$ cat src/rtl/mem_port_arbiter_pkg.sv
// Shared types and constants for the two-port memory arbiter.
// Contains the FSM state encoding, requester port identifiers and counter width.
// Imported by the arbiter top and its round-robin picker.
package mem_arb_pkg;

  typedef enum logic [1:0] {
    IDLE = 2'd0,
    BUSY = 2'd1,
    DONE = 2'd2
  } arb_state_t;

  localparam logic PORT_IFETCH = 1'b0;
  localparam logic PORT_DATA   = 1'b1;

  localparam int PERF_CNT_W = 16;

endpackage

$ cat src/rtl/mem_port_arbiter_if.sv
// Bundle of requester-side and memory-side handshake signals for mem_port_arbiter.
// slave modport is the arbiter's view; master modport is the environment's view.
// Widths follow the DATA_W/ADDR_W parameters and must match the arbiter instance.
interface mem_port_arbiter_if #(
  parameter int DATA_W = 32,
  parameter int ADDR_W = 32
);
  // Port 0 (instruction fetch)
  logic              req0;
  logic              we0;
  logic [ADDR_W-1:0] addr0;
  logic [DATA_W-1:0] wdata0;
  logic              done0;
  logic [DATA_W-1:0] rdata0;
  // Port 1 (data access)
  logic              req1;
  logic              we1;
  logic [ADDR_W-1:0] addr1;
  logic [DATA_W-1:0] wdata1;
  logic              done1;
  logic [DATA_W-1:0] rdata1;
  // Ownership status
  logic              grant;
  logic              busy;
  // Memory side
  logic              mem_req;
  logic              mem_we;
  logic [ADDR_W-1:0] mem_addr;
  logic [DATA_W-1:0] mem_wdata;
  logic              mem_ack;
  logic [DATA_W-1:0] mem_rdata;

  modport slave (
    input  req0, we0, addr0, wdata0,
    output done0, rdata0,
    input  req1, we1, addr1, wdata1,
    output done1, rdata1,
    output grant, busy,
    output mem_req, mem_we, mem_addr, mem_wdata,
    input  mem_ack, mem_rdata
  );

  modport master (
    output req0, we0, addr0, wdata0,
    input  done0, rdata0,
    output req1, we1, addr1, wdata1,
    input  done1, rdata1,
    input  grant, busy,
    input  mem_req, mem_we, mem_addr, mem_wdata,
    output mem_ack, mem_rdata
  );

endinterface

$ cat src/rtl/mem_port_arbiter_rr_pick2.sv
// Combinational two-way round-robin picker: chooses the requester that did not win last.
// Latency: zero cycles (pure combinational).
// No backpressure; valid is simply "any request present".
module rr_pick2
  import mem_arb_pkg::*;
(
  input  logic i_req0,
  input  logic i_req1,
  input  logic i_last,
  output logic o_valid,
  output logic o_pick
);

  // On a tie the port that did not win last time goes next; otherwise the lone requester.
  always_comb begin
    o_valid = i_req0 | i_req1;
    if (i_req0 && i_req1) begin
      o_pick = ~i_last;
    end else if (i_req1) begin
      o_pick = PORT_DATA;
    end else begin
      o_pick = PORT_IFETCH;
    end
  end

endmodule

$ cat src/rtl/mem_port_arbiter.sv
// Round-robin arbiter sharing one memory port between ifetch (port 0) and data (port 1).
// Latency: req seen in IDLE -> mem_req next cycle; mem_ack -> done pulse next cycle.
// Requesters hold req until done; memory fields are frozen at grant until mem_ack.
// Optional grant counters are enabled by defining ARB_PERF_CNT_EN.
module mem_port_arbiter
  import mem_arb_pkg::*;
#(
  parameter int DATA_W = 32,
  parameter int ADDR_W = 32
) (
  input  logic               i_clk,
  input  logic               i_rst,
  mem_port_arbiter_if.slave  io_bus
`ifdef ARB_PERF_CNT_EN
  ,
  output logic [PERF_CNT_W-1:0] o_gnt_cnt0,
  output logic [PERF_CNT_W-1:0] o_gnt_cnt1
`endif
);

  arb_state_t        r_state,     w_state_nxt;
  logic              r_last,      w_last_nxt;
  logic              r_grant,     w_grant_nxt;
  logic              r_busy,      w_busy_nxt;
  logic              r_mem_req,   w_mem_req_nxt;
  logic              r_mem_we,    w_mem_we_nxt;
  logic [ADDR_W-1:0] r_mem_addr,  w_mem_addr_nxt;
  logic [DATA_W-1:0] r_mem_wdata, w_mem_wdata_nxt;
  logic              r_done0,     w_done0_nxt;
  logic              r_done1,     w_done1_nxt;
  logic [DATA_W-1:0] r_rdata0,    w_rdata0_nxt;
  logic [DATA_W-1:0] r_rdata1,    w_rdata1_nxt;

  logic w_pick_vld;
  logic w_pick;
  logic w_grant_evt;

  rr_pick2 u_pick (
    .i_req0  (io_bus.req0),
    .i_req1  (io_bus.req1),
    .i_last  (r_last),
    .o_valid (w_pick_vld),
    .o_pick  (w_pick)
  );

  assign w_grant_evt = (r_state == IDLE) && w_pick_vld;

  // State and output registers; reset drops everything, including any in-flight access.
  always_ff @(posedge i_clk) begin
    if (i_rst) begin
      r_state     <= IDLE;
      r_last      <= PORT_DATA;
      r_grant     <= 1'b0;
      r_busy      <= 1'b0;
      r_mem_req   <= 1'b0;
      r_mem_we    <= 1'b0;
      r_mem_addr  <= '0;
      r_mem_wdata <= '0;
      r_done0     <= 1'b0;
      r_done1     <= 1'b0;
      r_rdata0    <= '0;
      r_rdata1    <= '0;
    end else begin
      r_state     <= w_state_nxt;
      r_last      <= w_last_nxt;
      r_grant     <= w_grant_nxt;
      r_busy      <= w_busy_nxt;
      r_mem_req   <= w_mem_req_nxt;
      r_mem_we    <= w_mem_we_nxt;
      r_mem_addr  <= w_mem_addr_nxt;
      r_mem_wdata <= w_mem_wdata_nxt;
      r_done0     <= w_done0_nxt;
      r_done1     <= w_done1_nxt;
      r_rdata0    <= w_rdata0_nxt;
      r_rdata1    <= w_rdata1_nxt;
    end
  end

  // Next-state and next-output logic; done defaults low so it can only pulse for one cycle.
  always_comb begin
    w_state_nxt     = r_state;
    w_last_nxt      = r_last;
    w_grant_nxt     = r_grant;
    w_busy_nxt      = r_busy;
    w_mem_req_nxt   = r_mem_req;
    w_mem_we_nxt    = r_mem_we;
    w_mem_addr_nxt  = r_mem_addr;
    w_mem_wdata_nxt = r_mem_wdata;
    w_done0_nxt     = 1'b0;
    w_done1_nxt     = 1'b0;
    w_rdata0_nxt    = r_rdata0;
    w_rdata1_nxt    = r_rdata1;

    case (r_state)
      IDLE: begin
        // mem_ack here is stale or spurious and is deliberately ignored.
        if (w_pick_vld) begin
          w_grant_nxt     = w_pick;
          w_last_nxt      = w_pick;
          w_busy_nxt      = 1'b1;
          w_mem_req_nxt   = 1'b1;
          w_mem_we_nxt    = (w_pick == PORT_DATA) ? io_bus.we1    : io_bus.we0;
          w_mem_addr_nxt  = (w_pick == PORT_DATA) ? io_bus.addr1  : io_bus.addr0;
          w_mem_wdata_nxt = (w_pick == PORT_DATA) ? io_bus.wdata1 : io_bus.wdata0;
          w_state_nxt     = BUSY;
        end
      end
      BUSY: begin
        // Requests may drop here; the access still runs to completion.
        if (io_bus.mem_ack) begin
          w_mem_req_nxt = 1'b0;
          if (r_grant == PORT_DATA) begin
            w_rdata1_nxt = io_bus.mem_rdata;
            w_done1_nxt  = 1'b1;
          end else begin
            w_rdata0_nxt = io_bus.mem_rdata;
            w_done0_nxt  = 1'b1;
          end
          w_state_nxt = DONE;
        end
      end
      DONE: begin
        // Requests are not considered here; re-arbitration waits for IDLE.
        w_busy_nxt  = 1'b0;
        w_state_nxt = IDLE;
      end
      default: begin
        w_busy_nxt    = 1'b0;
        w_mem_req_nxt = 1'b0;
        w_state_nxt   = IDLE;
      end
    endcase
  end

  assign io_bus.done0     = r_done0;
  assign io_bus.done1     = r_done1;
  assign io_bus.rdata0    = r_rdata0;
  assign io_bus.rdata1    = r_rdata1;
  assign io_bus.grant     = r_grant;
  assign io_bus.busy      = r_busy;
  assign io_bus.mem_req   = r_mem_req;
  assign io_bus.mem_we    = r_mem_we;
  assign io_bus.mem_addr  = r_mem_addr;
  assign io_bus.mem_wdata = r_mem_wdata;

`ifdef ARB_PERF_CNT_EN
  logic [PERF_CNT_W-1:0] r_gnt_cnt0;
  logic [PERF_CNT_W-1:0] r_gnt_cnt1;

  // Per-port grant counters, saturating so a long run never wraps back to a small value.
  always_ff @(posedge i_clk) begin
    if (i_rst) begin
      r_gnt_cnt0 <= '0;
      r_gnt_cnt1 <= '0;
    end else if (w_grant_evt) begin
      if ((w_pick == PORT_IFETCH) && (r_gnt_cnt0 != '1)) begin
        r_gnt_cnt0 <= r_gnt_cnt0 + 1'b1;
      end
      if ((w_pick == PORT_DATA) && (r_gnt_cnt1 != '1)) begin
        r_gnt_cnt1 <= r_gnt_cnt1 + 1'b1;
      end
    end
  end

  assign o_gnt_cnt0 = r_gnt_cnt0;
  assign o_gnt_cnt1 = r_gnt_cnt1;
`endif

endmodule

$ cat src/flat_wrapper.sv
// flat-port wrapper written by rule: the top's interface ports become plain ports
module mem_port_arbiter_flat import mem_arb_pkg::*;
#(
  parameter int DATA_W = 32,
  parameter int ADDR_W = 32
)
  (i_clk, i_rst, io_bus_req0, io_bus_we0, io_bus_addr0, io_bus_wdata0, io_bus_done0, io_bus_rdata0, io_bus_req1, io_bus_we1, io_bus_addr1, io_bus_wdata1, io_bus_done1, io_bus_rdata1, io_bus_grant, io_bus_busy, io_bus_mem_req, io_bus_mem_we, io_bus_mem_addr, io_bus_mem_wdata, io_bus_mem_ack, io_bus_mem_rdata);
  mem_port_arbiter_if #(.DATA_W(DATA_W), .ADDR_W(ADDR_W)) io_bus_i ();
  input  logic i_clk;
  input  logic i_rst;
  input wire logic [$bits(io_bus_i.req0)-1:0] io_bus_req0;
  input wire logic [$bits(io_bus_i.we0)-1:0] io_bus_we0;
  input wire logic [$bits(io_bus_i.addr0)-1:0] io_bus_addr0;
  input wire logic [$bits(io_bus_i.wdata0)-1:0] io_bus_wdata0;
  output wire logic [$bits(io_bus_i.done0)-1:0] io_bus_done0;
  output wire logic [$bits(io_bus_i.rdata0)-1:0] io_bus_rdata0;
  input wire logic [$bits(io_bus_i.req1)-1:0] io_bus_req1;
  input wire logic [$bits(io_bus_i.we1)-1:0] io_bus_we1;
  input wire logic [$bits(io_bus_i.addr1)-1:0] io_bus_addr1;
  input wire logic [$bits(io_bus_i.wdata1)-1:0] io_bus_wdata1;
  output wire logic [$bits(io_bus_i.done1)-1:0] io_bus_done1;
  output wire logic [$bits(io_bus_i.rdata1)-1:0] io_bus_rdata1;
  output wire logic [$bits(io_bus_i.grant)-1:0] io_bus_grant;
  output wire logic [$bits(io_bus_i.busy)-1:0] io_bus_busy;
  output wire logic [$bits(io_bus_i.mem_req)-1:0] io_bus_mem_req;
  output wire logic [$bits(io_bus_i.mem_we)-1:0] io_bus_mem_we;
  output wire logic [$bits(io_bus_i.mem_addr)-1:0] io_bus_mem_addr;
  output wire logic [$bits(io_bus_i.mem_wdata)-1:0] io_bus_mem_wdata;
  input wire logic [$bits(io_bus_i.mem_ack)-1:0] io_bus_mem_ack;
  input wire logic [$bits(io_bus_i.mem_rdata)-1:0] io_bus_mem_rdata;
  assign io_bus_i.req0 = io_bus_req0;
  assign io_bus_i.we0 = io_bus_we0;
  assign io_bus_i.addr0 = io_bus_addr0;
  assign io_bus_i.wdata0 = io_bus_wdata0;
  assign io_bus_done0 = io_bus_i.done0;
  assign io_bus_rdata0 = io_bus_i.rdata0;
  assign io_bus_i.req1 = io_bus_req1;
  assign io_bus_i.we1 = io_bus_we1;
  assign io_bus_i.addr1 = io_bus_addr1;
  assign io_bus_i.wdata1 = io_bus_wdata1;
  assign io_bus_done1 = io_bus_i.done1;
  assign io_bus_rdata1 = io_bus_i.rdata1;
  assign io_bus_grant = io_bus_i.grant;
  assign io_bus_busy = io_bus_i.busy;
  assign io_bus_mem_req = io_bus_i.mem_req;
  assign io_bus_mem_we = io_bus_i.mem_we;
  assign io_bus_mem_addr = io_bus_i.mem_addr;
  assign io_bus_mem_wdata = io_bus_i.mem_wdata;
  assign io_bus_i.mem_ack = io_bus_mem_ack;
  assign io_bus_i.mem_rdata = io_bus_mem_rdata;
  mem_port_arbiter #(.DATA_W(DATA_W), .ADDR_W(ADDR_W)) u_core (.i_clk(i_clk), .i_rst(i_rst), .io_bus(io_bus_i));
endmodule
$ cat config.mk
export PLATFORM = sky130hd
export DESIGN_NAME = mem_port_arbiter_flat
export DESIGN_NICKNAME = d
export VERILOG_FILES = /design/src/rtl/mem_port_arbiter_pkg.sv /design/src/rtl/mem_port_arbiter_if.sv /design/src/rtl/mem_port_arbiter_rr_pick2.sv /design/src/rtl/mem_port_arbiter.sv /design/src/flat_wrapper.sv
export SDC_FILE = /design/constraint.sdc
export NUM_CORES = 1
export LEC_CHECK = 0
export ABC_AREA = 0
export BUFFER_PORTS_ARGS = -buffer_cell sky130_fd_sc_hd__buf_4
export CAP_MARGIN = 20
export CORE_ASPECT_RATIO = 0.6
export CORE_MARGIN = 2
export CORE_UTILIZATION = 49
export CTS_CLUSTER_SIZE = 8
export DETAILED_ROUTE_END_ITERATION = 7
export PLACE_DENSITY = 0.94
export SLEW_MARGIN = 40
export SYNTH_ARGS = -nofsm -noshare
export SYNTH_HDL_FRONTEND = slang
export SYNTH_SLANG_ARGS = --single-unit
$ cat constraint.sdc
create_clock -name i_clk -period 3.5 [get_ports i_clk]
set_input_delay 0.525 -clock i_clk [delete_from_list [all_inputs] [get_ports i_clk]]
set_output_delay 0.525 -clock i_clk [all_outputs]
set_load 0.01 [all_outputs]
After elaboration in Yosys (flattened, before gate mapping)
Index checks and enable logic that the tools add are counted.
{"block": "totals", "latch_bits": 0, "input_bits": 167, "wordCells": 45, "mem_bits_ro": 0, "mem_count": 0, "ram_bits": 0, "ff_bits": 137, "out_inout_bits": 134}
{"block": "op_classes", "n_mux": 14, "multipliers": 0, "n_div": 0, "add_sub_neg": 0, "eq_ne": 4, "order_cmp": 0, "n_reduce_logical": 9, "shift": 0, "n_bitwise": 6}
{"operator": "two-way mux 32 bit", "count": 2}
{"operator": "AND reduction 3 bit", "count": 3}
{"operator": "two-way mux 1 bit", "count": 7}
{"operator": "AND reduction 2 bit", "count": 3}
{"operator": "NOT 1 bit", "count": 5}
{"operator": "two-way mux 2 bit", "count": 2}
{"operator": "inequality test 2 bit (second input constant)", "count": 2}
{"operator": "case mux 2 bit (2 select lines)", "count": 1}
{"operator": "case mux 1 bit (3 select lines)", "count": 1}
{"operator": "OR reduction 3 bit", "count": 1}
{"operator": "== test 2 x 1 -> 1 bit (second input constant)", "count": 1}
{"operator": "== test 2 bit (second input constant)", "count": 1}
{"operator": "zero test 2 bit", "count": 1}
{"operator": "case mux 1 bit (2 select lines)", "count": 1}
{"operator": "logical AND 1 bit", "count": 1}
{"operator": "bitwise OR 1 bit", "count": 1}

Depth between registers and ports, before layout
{"block": "logic_depth", "word_depth": 3, "depth_mapped": 6, "ltp_nobuf": 3}

Cells and area by module
A second synthesis with hierarchy kept.
{"block": "hier_totals", "hier_cells": 564, "hier_area_um2": 6185.9}
{"module": "mem_port_arbiter", "instances": 1, "area_per_inst_um2": 6172.2, "seq_area_each_um2": 2742.6, "cells_each": 562}
{"module": "rr_pick2", "instances": 1, "area_per_inst_um2": 13.8, "seq_area_each_um2": 0.0, "cells_each": 2}

Worst setup path before layout
No wires, ideal clock.
{"block": "synth_timing", "path_kind": "input to register", "start": "input port io_bus_req1", "end": "register u_core.r_mem_addr[22], in the netlist u_core.io_bus.mem_addr[22]", "path_stages": 6, "required_ns": 3.411, "setup_time_ns": 0.089, "n_path_buf": 3, "path_slack_ns": 1.961, "arrival_ns": 1.451, "path_cell_list": "or2_1 buf_2 and2_4 buf_6 buf_6 a311oi_2"}
{"block": "synth_between", "elab_chain_cells": 3, "word_cells_on_any_way": 6, "classes_between": "mux: 3; bitwise: 1; reduce/logical: 2"}
{"item": "from (decl)", "line": "flat_wrapper.sv:17", "source": "input wire logic [$bits(io_bus_i.req1)-1:0] io_bus_req1;"}
{"item": "two-way mux 1 bit / logical AND 1 bit (equally long branches)", "line": "mem_port_arbiter_rr_pick2.sv:19, mem_port_arbiter_rr_pick2.sv:17"}
{"item": "two-way mux 1 bit", "line": "mem_port_arbiter_rr_pick2.sv:17", "source": "if (i_req0 && i_req1) begin"}
{"item": "two-way mux 32 bit", "line": "mem_port_arbiter.sv:103", "source": "w_mem_addr_nxt = (w_pick == PORT_DATA) ? io_bus.addr1 : io_bus.addr0;"}
{"item": "to (signal assigned)", "line": "mem_port_arbiter.sv:70", "source": "r_mem_addr <= w_mem_addr_nxt;"}
{"item": "to (decl)", "line": "mem_port_arbiter.sv:27", "source": "logic [ADDR_W-1:0] r_mem_addr, w_mem_addr_nxt;"}
Parallel ways exist; a longest one is shown, timed or not.
A chain may end at the register's enable or synchronous reset.

Worst setup path after layout
{"block": "layout_timing", "start": "register u_core.r_last", "end": "register u_core.r_mem_addr[0], in the netlist u_core.io_bus.mem_addr[0]"}
{"block": "layout_between", "elab_chain_cells": 3}
{"item": "from (decl)", "line": "mem_port_arbiter.sv:22", "source": "logic r_last, w_last_nxt;"}
{"item": "from (signal assigned)", "line": "mem_port_arbiter.sv:65", "source": "r_last <= w_last_nxt;"}
{"item": "NOT 1 bit", "line": "mem_port_arbiter_rr_pick2.sv:18", "source": "o_pick = ~i_last;"}
{"item": "two-way mux 1 bit", "line": "mem_port_arbiter_rr_pick2.sv:17"}
{"item": "two-way mux 32 bit", "line": "mem_port_arbiter.sv:103"}
Every way passes these cells.

==> impl_metrics.py <==
metrics = {
    "status": {
        "status": "complete, no violations",
    },
    "sta": {
        "skew_ps": 12.7,
        "clock.fmax_mhz": 521,
        "post-route-min-period_ps": 1920,
        "final-hold-violation-count": 0,
        "slew_headroom": 0.501,
        "setup_viol": 0,
        "drv_slew": 0,
        "fin_setup_tns_ps": 0,
        "fin_crit_sh": 0.548,
        "rsz0062_at_grt": "no",
        "worst_pin_slew_ps": 748,
    },
    "clock_tree": {
        "ctsResizeCount": 0,
        "cts_hold_buf": 0,
        "post_cts_buffers": 0,
        "cts.sinks": 137,
        "cts_tree": "built",
        "cts_buffers": 17,
        "cts-root-buf": "clkbuf_16",
        "path_clk_slew_ps": 70,
        "worstSkewPairLatency_ps": 410,
        "cts.path.max_buffers": 2,
        "h-tree-depth": 4,
    },
    "worst_setup_path": {
        "critPathLaunchType": "flop",
        "path_cells": "a21bo_2, buf_4, nand2_1, a311oi_1",
        "crit_fanout": 55,
        "crit_required_ps": 3800,
        "slowest_delay_ps": 540,
        "worstSetupPathType": "flop to flop",
        "cp.arrival_ps": 2220,
        "cp_slowest_cell": "buf_4",
        "endpoint_kind": "flop",
    },
    "global_routing": {
        "antenna_found_initial": 0,
        "grt_first_pass_wirelength_mm": 28.7,
        "grt_max_degree": 71,
        "grt_pass1_vias": 5767,
        "track_usage": 0.291,
        "grt_overflow": 0,
    },
    "placement": {
        "portBuffers": 300,
        "gp_congestion": 0.806,
        "hpwl_mm": 12.9,
        "placed_cells": 1088,
    },
    "layout": {
        "fillers": 803,
        "area_delta_synth_final_pct": 50.2,
        "final_cells": 1120,
        "final_layout_size_suffix_gt1_frac": 0.404,
        "nets": 1114,
        "n_antenna_cell": 0,
    },
    "synthesis": {
        "ys.flop_type": "dfxtp_1",
        "synth_async_sr_flop_share": 0,
        "synthDominantCellAreaShare": 0.483,
        "ys_seq_area_frac": 0.483,
        "synth.avg_cell_area_um2": 8.29,
        "synth.area.top_cells": "dfxtp_1 (48%), nand2_1 (17%), a21oi_1 (12%), a311oi_2 (10%), a311oi_1 (4.0%)",
        "yosysTopAreaCell": "dfxtp_1",
        "syn_inst": 685,
        "synth_nets": 852,
        "synth-seq-cells": 137,
        "yosys_warnings": 0,
        "syn_area_um2": 5680,
        "yosysUniqueCellTypes": 28,
        "synth_edf_count": 0,
    },
    "min_path": {
        "hold_path_class": "input pin to flop",
    },
    "flow_run": {
        "maxCapViolCount": 0,
    },
    "pwr": {
        "power.density_nw_per_um2": 510,
        "p_leak_uw": 0.00370,
        "vdd_drop_max_v": 0.000386,
    },
    "die": {
        "die_w_um": 143,
        "initial_core_util": 0.503,
        "dieArea_um2": 12500,
        "ios": 301,
        "core-area_um2": 11300,
        "die-height_um": 87.4,
        "row_count": 30,
    },
    "drt": {
        "wl_mm": 18.7,
        "num_vias": 6101,
        "dr.pass1.iters": 5,
        "viasPerCell": 5.45,
        "drc_errors": 0,
        "detail_route.wl_per_cell_um": 16.7,
        "drt-initial-drc-count": 414,
        "ant_nets": 0,
    },
}
[cell usage in the layout, fill, tap and decap left out, types with 2 or more instances in the layout]
master / Yosys / final
buf_4: 2 / 309
nand2_1: 260 / 260
dfxtp_1: 137 / 137
a21oi_1: 132 / 132
a311oi_2: 39 / 39
a311oi_1: 26 / 26
clkbuf_16: 0 / 17
inv_6: 0 / 6
nor2_1: 4 / 4
nor3_1: 2 / 2
clkinv_4: 0 / 2
inv_8: 0 / 2
clkinvlp_4: 0 / 2
buf_12: 0 / 2
[registers in the layout, indices dropped and copies added, names as in the netlist]
register	count
u_core.io_bus.busy	1
u_core.io_bus.done0	1
u_core.io_bus.done1	1
u_core.io_bus.grant	1
u_core.io_bus.mem_addr	32
u_core.io_bus.mem_req	1
u_core.io_bus.mem_wdata	32
u_core.io_bus.mem_we	1
u_core.io_bus.rdata0	32
u_core.io_bus.rdata1	32
u_core.r_last	1
u_core.r_state	2
[path summary, 6_finish.rpt]
path                                          startpoint                   endpoint  slack [ps]  cells past startpoint
worst min-delay path                io_bus_mem_rdata[25]   u_core.io_bus.rdata1[25]         370                      3
worst max-delay path                       u_core.r_last  u_core.io_bus.mem_addr[0]        1580                      4
worst min register to register  u_core.io_bus.rdata0[21]   u_core.io_bus.rdata0[21]         450                      2
worst max register to register             u_core.r_last  u_core.io_bus.mem_addr[0]        1580                      4
[cells by family (layout without fill, tap and decap cells)]
group | count (synthesis) | after routing | synth area share
and+or+nand+nor | 275 | 275 | 0.190
AOI/OAI and AO/OA | 204 | 204 | 0.269
DFF | 137 | 137 | 0.483
buffers and inverters | 69 | 344 | 0.0581
[worst max-delay path: cells and delay by family, from the launching register on]
kind / cells / cell delay [ps]
AO/OA/AOI/OAI: 2 / 670
buffers and inverters: 1 / 540
flip-flops: 1 / 420
AND/OR/NAND/NOR: 1 / 130
[Yosys cell counts (all sizes together) (2+ instances only)]
library cell,n
a21bo,2
a311oi,65
nor3,2
nand2,260
clkbuf,37
a21oi,132
nor2,5
buf,31
dfxtp,137
[area by class of cell]
type | instances | area, µm² | area share
Clock inverter | 14 | 154 | 0.0180
Tap cell | 160 | 200 | 0.0235
Timing Repair Buffer | 311 | 2360 | 0.277
Inverter | 1 | 3.75 | 0.000440
Sequential cell | 137 | 2740 | 0.321
Multi-Input combinational cell | 479 | 2630 | 0.309
Clock buffer | 18 | 439 | 0.0515
[metrics by stage]
stage	utilization	power (µW)	hold slack (ps)	instance area (µm²)	setup slack, ps
3_3_place_gp	0.701	2570	443	7920	1100
6_report	0.755	4350	367	8530	1580
4_1_cts	0.755	4370	355	8530	1580
3_5_place_dp	0.703	2600	447	7940	1210
2_1_floorplan	-	2200	460	5680	1960
5_1_grt	0.755	4520	355	8530	1440
[per-layer routing]
metal	GRT usage	routed length, µm	vias up	share of wire
met4	0.110	472	0	0.025
met3	0.0786	1630	50	0.087
met5	0	0	-	0
met2	0.502	9260	315	0.49
met1	0.350	7340	2850	0.39
li1	-	-	2886	-
[where the power goes]
group	leakage [µW]	switching, µW	internal, µW	total, µW
Clock	0.000286	746	1030	1770
Combinational	0.00229	426	402	828
Sequential	0.00112	72.6	1670	1750
Power figures use the tool's default switching activity.
